**src/rtl/mem_access_unit.sv**
```systemverilog
// Single-port memory access unit: services one processor request at a time
// against a block RAM (1-cycle read latency) and a small memory-mapped IO window.
module mem_access_unit #(
    parameter int unsigned RAM_WORDS   = 1024,
    parameter logic [15:0] IO_IN_ADDR  = 16'hFFFE,
    parameter logic [15:0] IO_OUT_ADDR = 16'hFFFF
) (
    input  logic        clk,
    input  logic        reset,
    input  logic        req_valid,
    input  logic        req_we,
    input  logic [15:0] req_addr,
    input  logic [15:0] req_wdata,
    output logic        req_ready,
    output logic        resp_valid,
    output logic [15:0] resp_rdata,
    output logic        resp_err,
    output logic        mem_wea,
    output logic [9:0]  mem_addra,
    output logic [15:0] mem_dina,
    input  logic [15:0] mem_douta,
    input  logic [15:0] io_in,
    output logic [15:0] io_out,
    output logic [15:0] txn_count
);

    localparam int unsigned AW  = 16;
    localparam int unsigned DW  = 16;
    localparam int unsigned MAW = 10;

    typedef enum logic [1:0] {
        IDLE  = 2'd0,
        ISSUE = 2'd1,
        WAIT  = 2'd2,
        RESP  = 2'd3
    } state_t;

    state_t          state;
    state_t          state_next;
    logic [AW-1:0]   addr_q;
    logic            we_q;
    logic [DW-1:0]   wdata_q;

    logic            accept_c;
    logic            req_ram_c;
    logic            req_io_c;
    logic [DW-1:0]   acc_rdata_c;
    logic            acc_err_c;
    logic            acc_io_out_we_c;

    function automatic logic is_ram(input logic [AW-1:0] a);
        return (32'(a) < RAM_WORDS);
    endfunction

    // Accept-time decode and next-state selection
    always_comb begin
        state_next      = state;
        accept_c        = 1'b0;
        req_ram_c       = is_ram(req_addr);
        req_io_c        = (req_addr == IO_IN_ADDR) || (req_addr == IO_OUT_ADDR);
        acc_rdata_c     = '0;
        acc_err_c       = 1'b0;
        acc_io_out_we_c = 1'b0;

        if (!req_ram_c && !req_we) begin
            if (req_addr == IO_IN_ADDR) begin
                acc_rdata_c = io_in;
            end else if (req_addr == IO_OUT_ADDR) begin
                acc_rdata_c = io_out;
            end
        end

        case (state)
            IDLE: begin
                if (req_valid) begin
                    accept_c        = 1'b1;
                    acc_err_c       = !req_ram_c && !req_io_c;
                    acc_io_out_we_c = !req_ram_c && req_we && (req_addr == IO_OUT_ADDR);
                    state_next      = req_ram_c ? ISSUE : RESP;
                end
            end
            ISSUE:   state_next = we_q ? RESP : WAIT;
            WAIT:    state_next = RESP;
            RESP:    state_next = IDLE;
            default: state_next = IDLE;
        endcase
    end

    always_ff @(posedge clk) begin
        if (reset) begin
            state      <= IDLE;
            req_ready  <= 1'b1;
            resp_valid <= 1'b0;
            resp_rdata <= '0;
            resp_err   <= 1'b0;
            io_out     <= '0;
            txn_count  <= '0;
            addr_q     <= '0;
            we_q       <= 1'b0;
            wdata_q    <= '0;
        end else begin
            state      <= state_next;
            req_ready  <= (state_next == IDLE);
            resp_valid <= (state_next == RESP);
            if (accept_c) begin
                addr_q     <= req_addr;
                we_q       <= req_we;
                wdata_q    <= req_wdata;
                resp_rdata <= acc_rdata_c;
                resp_err   <= acc_err_c;
                if (acc_io_out_we_c) begin
                    io_out <= req_wdata;
                end
            end
            // RAM output is registered, so it is valid during WAIT
            if (state == WAIT) begin
                resp_rdata <= mem_douta;
            end
            if (state == RESP) begin
                txn_count <= txn_count + 16'd1;
            end
        end
    end

    // Reset must kill a pending RAM write in the very cycle it is raised
    assign mem_wea   = (state == ISSUE) && we_q && is_ram(addr_q) && !reset;
    assign mem_addra = addr_q[MAW-1:0];
    assign mem_dina  = wdata_q;

endmodule

```
**config.mk**
```make
export PLATFORM = sky130hd
export DESIGN_NAME = mem_access_unit
export DESIGN_NICKNAME = d
export VERILOG_FILES = /design/src/rtl/mem_access_unit.sv
export SDC_FILE = /design/constraint.sdc
export NUM_CORES = 1
export LEC_CHECK = 0
export CORE_MARGIN = 2
export CORE_UTILIZATION = 25
export DETAILED_ROUTE_END_ITERATION = 10
export PLACE_DENSITY = 0.57
export SETUP_SLACK_MARGIN = 0.02
export SYNTH_ARGS = -nofsm -noshare
export SYNTH_HDL_FRONTEND = slang
export SYNTH_SLANG_ARGS = --single-unit
export TNS_END_PERCENT = 5
```
**constraint.sdc**
```tcl
create_clock -name clk -period 2.03 [get_ports clk]
set_input_delay 0.3045 -clock clk [delete_from_list [all_inputs] [get_ports clk]]
set_output_delay 0.3045 -clock clk [all_outputs]
set_load 0.02 [all_outputs]
```
==> impl_metrics.toml, run 1 <==
[status]
status = "completed"

[place]
portBuffers = 145
gp_congestion = 0.7987
dp_hpwl_um = 8991

[clock_network]
h-tree-depth = 3
cts_made_buffers = 9
cts.sinks = 86
cts_hold_buf = 0
clk_pin_slew_ps = 60
cts_tree = "yes"
clock_latency_ps = 340
clockBufferDepth = 2
root_buffer = "clkbuf_16"

[floorplanning]
rows = 45
ios = 146
core_um2 = 15030
dieHeight_um = 127.4
die_x_um = 127.4
initial_utilization = 0.2531
die_area_um2 = 16220

[routing]
viasPerCell = 4.820
vias = 3813
dr.pass1.iters = 4
antenna_left = 0
drc = 0
post_drt_wl_per_cell_um = 15.84
totalWireLength_um = 12530
drtIter0Drc = 193

[sta]
period_share = 0.8902
setup_viol_count_final = 0
fmax_mhz = 553.4
hold_viol = 0
whs_ps = 453.0
worstMarginPinSlew_ps = 925.7
slew_headroom = 0.3829
clock_skew_ps = 12.59
slew_viol_final = 0
rsz0062_at_grt = "no"
period_needed_ps = 1807

[worst_setup_path]
r2r_start = "state[0]"
critPathSlowestCell = "dfxtp_1"
path_delay_family = "flip-flops"
worstPathMaxFanout = 4
worstSetupPathType = "reg2out"
critPathBufInv = 2
r2r_end = "txn_count[15]"
cp_slowest_stage_delay_ps = 340
arrival_ps = 1500
crit_required_ps = 1730
rr_worst_depth = 5
cp-end-kind = "primary output"
path_cells = "inv_1, ha_1, nand3_1, nor4_1, clkbuf_2"
reg2reg_slack_ps = 290
cp-start-kind = "register"

[power_and_ir_drop]
p_leak_uw = 0.002032
power.density_nw_per_um2 = 950.5
total_power_uw = 5565
ir_drop_mv = 0.4206

[global_routing]
grt_max_degree = 88
grt_usage = 0.1556
grt_pass1_vias = 3771
grt_antenna_before_repair = 0
grt_pass1_wl_um = 19970
grt_overflow_total = 0

[synth]
synth_area_leaders = "dfxtp_1, a21oi_1, nand2_1"
synth_seq_cells = 86
synthesis.area_um2 = 3805
ys.flop_type = "dfxtp_1"
seq_area_frac_synth = 0.4525
synthesis.nets = 532
synth.distinct_cells = 37
synth_warnings = 0
yosysTopAreaCell = "dfxtp_1"
synthCells = 458
synth_top_family_by_area = "simple AND/OR/NAND/NOR gates"
synth-simple-area-share = 0.2371
async_reset_ff_frac = 0
synthMuxAreaShare = 0.05590
synth_top_area_frac = 0.4525
synth.avg_cell_area_um2 = 8.308
synth_xor_area_frac = 0.02302
synth_compound_area_frac = 0.1506
yosys.area_share.adder = 0.01973
synth_edf_count = 0

[final_layout]
syn2layout_area_growth_pct = 53.86
final_cell_mix = "clkdlybuf4s50_1, dfxtp_1, a21oi_1, nand2_1, nand4_1"
drive_above_1_share = 0.1111
layout_commonest_cell = "clkdlybuf4s50_1"
n_antenna_cell = 0
nNetsFinal = 672

[worst_hold_path]
hold-path-cell-count = 2
min_path_type = "reg2reg"
min-delay-start = "addr_q[8]"
whs_endpoint = "addr_q[8]"

[run]
max_cap_viol_count = 0
## stage by stage
stage / cell area [um^2] / utilization / setup slack [ps] / setup TNS (ps) / cells
after global routing: 5854 / 0.3894 / 55.12 / 0 / 791
after detailed placement: 5568 / 0.3704 / -88.26 / -1143 / 775
final: 5854 / 0.3894 / 222.9 / 0 / 791
after floorplan: 3805 / - / 182.5 / 0 / 458
after global placement: 5568 / 0.3704 / -64.94 / -364.0 / 775
after CTS: 5858 / 0.3897 / 64.12 / 0 / 791
## how the worst max path moves through the flow
stage                             from             end  slack [ps]  cells after the start
after floorplan               state[0]  resp_rdata[10]         180                      7
after detailed placement   req_addr[6]       io_out[0]         -90                      6
after global placement    req_addr[13]       io_out[5]         -60                      6
final                         state[1]         mem_wea         220                      5
after global routing          state[1]         mem_wea          60                      5
after CTS                     state[1]         mem_wea          60                      5
## sequential cells by signal, indices dropped and copies added, names as in the netlist, 2 cells and up
name,cells
txn_count,16
addr_q,16
state,2
resp_rdata,16
io_out,16
mem_dina,16
## layout make-up
| type | count | area (um^2) |
|---|---|---|
| clock buffers | 11 | 232.7 |
| well taps | 188 | 235.2 |
| clock inverters | 5 | 58.81 |
| inverters | 5 | 18.77 |
| fillers | 1519 | 9179 |
| repair buffers | 174 | 1722 |
| flip-flops and latches | 86 | 1722 |
| multi-input cells | 322 | 1866 |
## metal layers
| layer | share of wire | track usage | wire length [um] | vias up |
|---|---|---|---|---|
| met5 | 0 | 0 | 0 | - |
| met1 | 0.45 | 0.1960 | 5653 | 1824 |
| met3 | 0.062 | 0.05193 | 779 | 10 |
| met4 | 0.0072 | 0.04331 | 90 | 0 |
| li1 | - | - | - | 1888 |
| met2 | 0.48 | 0.2548 | 6009 | 91 |
## timing repair
action,CTS,global route
gates cloned,0,0
setup endpoints to repair,1,1
gates resized for setup,1,3
buffers inserted,0,0
## synthesized netlist by cell type (3+ instances only)
library cell  count
ha_1              6
mux2_2           18
dfxtp_1          86
inv_1             5
buf_4            10
clkbuf_1         24
o21ai_0          10
xor2_1            5
nand2_1          76
nor2_1           17
nor2b_1           3
buf_1             5
nor3_1            4
a21oi_1          85
nor4_1            3
xnor2_1           5
nor3b_1          15
nand4_1          40
buf_2             6
o21ai_1           9
nand3_1           5
## logic make-up (layout without fill, tap and decap cells)
logic type | Yosys count | in the layout
compound gates | 111 | 111
mux | 19 | 19
simple gates | 176 | 176
xor+xnor | 10 | 10
flops | 86 | 86
buf+inv | 50 | 195
fa+ha+maj | 6 | 6
## power breakdown
group	switching, uW	internal (uW)	total [uW]
sequential	127	1920	2040
combinational	1050	827	1870
clock	691	957	1650
total	1860	3700	5560
## worst min-delay path, delay by kind of cell, from the launching register on
kind               cells  cell delay, ps
AOI/OAI and AO/OA      1              50
DFF                    1             310
and+or+nand+nor        1              50
Note: power is estimated with default switching activity, not from simulation.
==> inputs of run 2 (changes only) <==
- REMOVE_ABC_BUFFERS: unset -> 1
==> impl_metrics.toml, run 2 (synthesis results as in run 1) <==
[status]
status = "completed"

[clock_network]
root_buffer = "clkbuf_16"
cts_tree = "yes"
cts_hold_buf = 0
cts_made_buffers = 9
clockBufferDepth = 2
clk_pin_slew_ps = 60
clock_latency_ps = 340
post_cts_buffers = 0
cts.sinks = 86
h-tree-depth = 3

[routing]
totalWireLength_um = 12680
drtIter0Drc = 220
dr.pass1.iters = 5
antenna_left = 0
vias = 3822
viasPerCell = 4.826
drc = 0
post_drt_wl_per_cell_um = 16.01

[global_routing]
grt_max_degree = 88
grt_pass1_wl_um = 19860
grt_pass1_vias = 3845
grt_overflow_total = 0
grt_usage = 0.1561
grt_antenna_before_repair = 0

[worst_setup_path]
cp-end-kind = "primary output"
cp_slowest_stage_delay_ps = 350
critPathSlowestCell = "dlygate4sd1_1"
arrival_ps = 1630
critPathBufInv = 2
crit_required_ps = 1730
path_delay_family = "buffers and inverters"
worstPathMaxFanout = 4
worstSetupPathType = "reg2out"
path_cells = "inv_1, ha_1, nand3_1, nor4_1, dlygate4sd1_1"
cp-start-kind = "register"

[sta]
rsz0062_at_grt = "no"
worstMarginPinSlew_ps = 924.1
whs_ps = 456.5
hold_viol = 0
setup_viol_count_final = 0
clock_skew_ps = 4.523
slew_viol_final = 0
tns_ps = 0
period_share = 0.9509
fmax_mhz = 518.0
period_needed_ps = 1930
slew_headroom = 0.3839

[power_and_ir_drop]
power.switching_uw = 1890
switching_share = 0.3453
total_power_uw = 5474
combPwrFrac = 0.341
p_int_uw = 3584
seq_power_share = 0.373
power.density_nw_per_um2 = 937.8
p_leak_uw = 0.002040
ir_drop_mv = 0.3908
clock_power_share = 0.286

[run]
max_cap_viol_count = 0

[floorplanning]
core_um2 = 15030
die_area_um2 = 16220
rows = 45
dieHeight_um = 127.4
initial_utilization = 0.2531
ios = 146
die_x_um = 127.4

[final_layout]
layout_commonest_cell = "clkdlybuf4s50_1"
syn2layout_area_growth_pct = 53.40
nNetsFinal = 673
drive_above_1_share = 0.1142
final_cell_mix = "clkdlybuf4s50_1, dfxtp_1, a21oi_1, nand2_1, nand4_1"
n_antenna_cell = 0
postLayoutCellArea_um2 = 5837

[place]
portBuffers = 145
place_area_um2 = 5563
gp_congestion = 0.8318
dp_hpwl_um = 9035

[worst_hold_path]
min_path_type = "reg2reg"
[run 2: worst register-to-register path: stages, from the launching register on]
cell and delay (ps):
dfxtp_1 400, ha_1 210, nand4_1 170, nor2_1 200
nor4b_1 350, mux2_2 380
[run 2: path summary, 6_finish.rpt]
path,start,to,slack (ps),cells past startpoint
worst max-delay path,state[1],mem_wea,100,5
worst min-delay path,mem_dina[5],mem_dina[5],460,2
worst max register to register,state[0],txn_count[15],220,5
worst min register to register,mem_dina[5],mem_dina[5],460,2
[run 2: cell type report]
cell class | instances | area [um^2]
multi-input combinational | 322 | 1866
inverter | 5 | 18.77
clock inverter | 6 | 36.28
timing repair buffer | 175 | 1720
fill | 1496 | 9196
tap | 188 | 235.2
sequential | 86 | 1722
clock buffer | 10 | 239.0
[run 2: layer usage]
metal  global-route usage  up-vias  wire length (um)
met4              0.05495        0               203
met5                    0        -                 0
met3              0.06198       14               993
met2               0.2460      142              5881
li1                     -     1894                 -
met1               0.1939     1772              5597
[run 2: power groups by stage]
stage	Sequential (uW)	Combinational (uW)	Clock, uW
after global routing	2070	2030	1690
after global placement	2070	1820	0
final	2040	1870	1560
after detailed placement	2080	1860	0
after CTS	2050	1870	1630
after floorplan	2280	715	0
[run 2: timing repair]
item | 4_1_cts | 5_1_grt
endpoints found under the setup margin | 1 | 1
gates cloned | 0 | 0
endpoints found under the hold margin | 0 | 0
gates resized for setup | 1 | 2
[run 2: stage by stage]
step                      utilization  setup slack (ps)  instances
after floorplan                     -            -471.9        413
after global placement         0.3700            -86.92        776
after detailed placement       0.3700            -117.1        776
after CTS                      0.3883             64.81        792
after global routing           0.3883             21.73        792
final                          0.3883             99.59        792
==> inputs of run 3 (changes only) <==
--- a/constraint.sdc
+++ b/constraint.sdc
@@ -3,2 +3,2 @@
 set_output_delay 0.3045 -clock clk [all_outputs]
-set_load 0.02 [all_outputs]
+set_load 0.01 [all_outputs]
==> impl_metrics.toml, run 3 (synthesis results as in run 1) <==
[clock_network]
cts_tree = "yes"
cts_made_buffers = 9
cts.sinks = 86
h-tree-depth = 3
post_cts_buffers = 0
root_buffer = "clkbuf_16"
clock_latency_ps = 350
cts_hold_buf = 0
clockBufferDepth = 2
clk_pin_slew_ps = 60

[power_and_ir_drop]
p_int_uw = 3709
seq_power_share = 0.374
power.density_nw_per_um2 = 931.4
clock_power_share = 0.308
switching_share = 0.3206
power.switching_uw = 1750
combPwrFrac = 0.317
ir_drop_mv = 0.3749
p_leak_uw = 0.002044

[global_routing]
grt_overflow_total = 0
grt_antenna_before_repair = 0
grt_pass1_vias = 3839
grt_max_degree = 88
grt_usage = 0.1573
grt_pass1_wl_um = 19970

[final_layout]
final_core_util = 0.3898
final_cell_mix = "clkdlybuf4s50_1, dfxtp_1, a21oi_1, nand2_1, nand4_1"
n_antenna_cell = 0
drive_above_1_share = 0.1144
layout_commonest_cell = "clkdlybuf4s50_1"
syn2layout_area_growth_pct = 54.03
nNetsFinal = 672
stdcell_count = 791

[sta]
slew_headroom = 0.3870
worstMarginPinSlew_ps = 919.6
fmax_mhz = 520.9
clock_skew_ps = 6.885
period_needed_ps = 1920
period_share = 0.9456
rsz0062_at_grt = "no"
hold_viol = 0
setup_viol_count_final = 0
slew_viol_final = 0

[floorplanning]
dieHeight_um = 127.4
ios = 146
rows = 45
initial_utilization = 0.2531
die_area_um2 = 16220
die_x_um = 127.4
core_um2 = 15030

[worst_setup_path]
worstSetupPathType = "reg2out"
cp-end-kind = "primary output"
path_cells = "inv_1, ha_1, nand3_1, nor4_1, dlygate4sd2_1"
cp_slowest_stage_delay_ps = 340
crit_required_ps = 1730
worstPathMaxFanout = 4
critPathSlowestCell = "dfxtp_1"
cp-start-kind = "register"
arrival_ps = 1620

[routing]
antenna_left = 0
viasPerCell = 4.884
drc = 0
vias = 3863
totalWireLength_um = 12800
post_drt_wl_per_cell_um = 16.19
drtIter0Drc = 238
dr.pass1.iters = 4

[place]
portBuffers = 145
dp_hpwl_um = 9166
dp.cells = 775
gp_congestion = 0.8340

[worst_hold_path]
min_path_type = "reg2reg"

[run]
max_cap_viol_count = 0

[status]
status = "completed"
[run 3: cell count changes in the layout (fill, tap and decap cells not counted), sizes merged]
| cell | previous run | this run |
|---|---|---|
| dlygate4sd2 | 0 | 1 |
| bufinv | 0 | 1 |
| inv | 6 | 5 |
| buf | 31 | 30 |
| dlygate4sd1 | 1 | 0 |
[run 3: cell type report]
class	instances	area, um^2
Clock buffer	10	239.0
Fill cell	1523	9173
Tap cell	188	235.2
Inverter	5	18.77
Multi-Input combinational cell	322	1872
Clock inverter	6	61.31
Sequential cell	86	1722
Timing Repair Buffer	174	1713
[run 3: final timing paths]
kind | from | cells after the start | endpoint | slack, ps
max | state[1] | 5 | mem_wea | 110
min | mem_dina[5] | 2 | mem_dina[5] | 460
max reg2reg | state[0] | 6 | txn_count[13] | 270
min reg2reg | mem_dina[5] | 2 | mem_dina[5] | 460
[run 3: power by group through the flow]
| stage | Combinational, uW | Clock, uW | Sequential, uW |
|---|---|---|---|
| CTS | 1740 | 1740 | 2050 |
| detailed placement | 1730 | 0 | 2080 |
| global placement | 1690 | 0 | 2070 |
| finish | 1730 | 1680 | 2040 |
| global route | 1880 | 1800 | 2070 |
| floorplan | 714 | 0 | 2150 |
[run 3: per-stage QoR]
stage | cell area, um^2 | setup WS, ps | power, uW | setup TNS (ps) | hold slack (ps)
after floorplan | 3591 | -471.9 | 2862 | -11700 | 373.6
after global placement | 5555 | -85.07 | 3756 | -947.6 | 442.0
after detailed placement | 5555 | -141.6 | 3812 | -1707 | 449.3
after CTS | 5854 | 106.8 | 5530 | 0 | 458.8
after global routing | 5861 | 20.44 | 5758 | 0 | 478.1
final | 5861 | 110.4 | 5459 | 0 | 455.3
[run 3: worst max-delay path: cells and delay by family, from the launching register on]
| family | cells | cell delay (ps) |
|---|---|---|
| and+or+nand+nor | 2 | 300 |
| buffers and inverters | 2 | 430 |
| DFF | 1 | 340 |
| adders and majority gates | 1 | 200 |
[run 3: timing repair]
action                                  4_1_cts  5_1_grt
pin swaps                                     0        0
endpoints found under the setup margin        1        1
gates resized for setup                       1        1
[run 3: layer usage]
layer / share of wire / routed length [um] / global-route usage / vias to the layer above
met2: 0.47 / 6016 / 0.2545 / 145
met3: 0.079 / 1014 / 0.05067 / 19
li1: - / - / - / 1894
met4: 0.021 / 266 / 0.06335 / 0
met1: 0.43 / 5506 / 0.1941 / 1805
met5: 0 / 0 / 0 / -
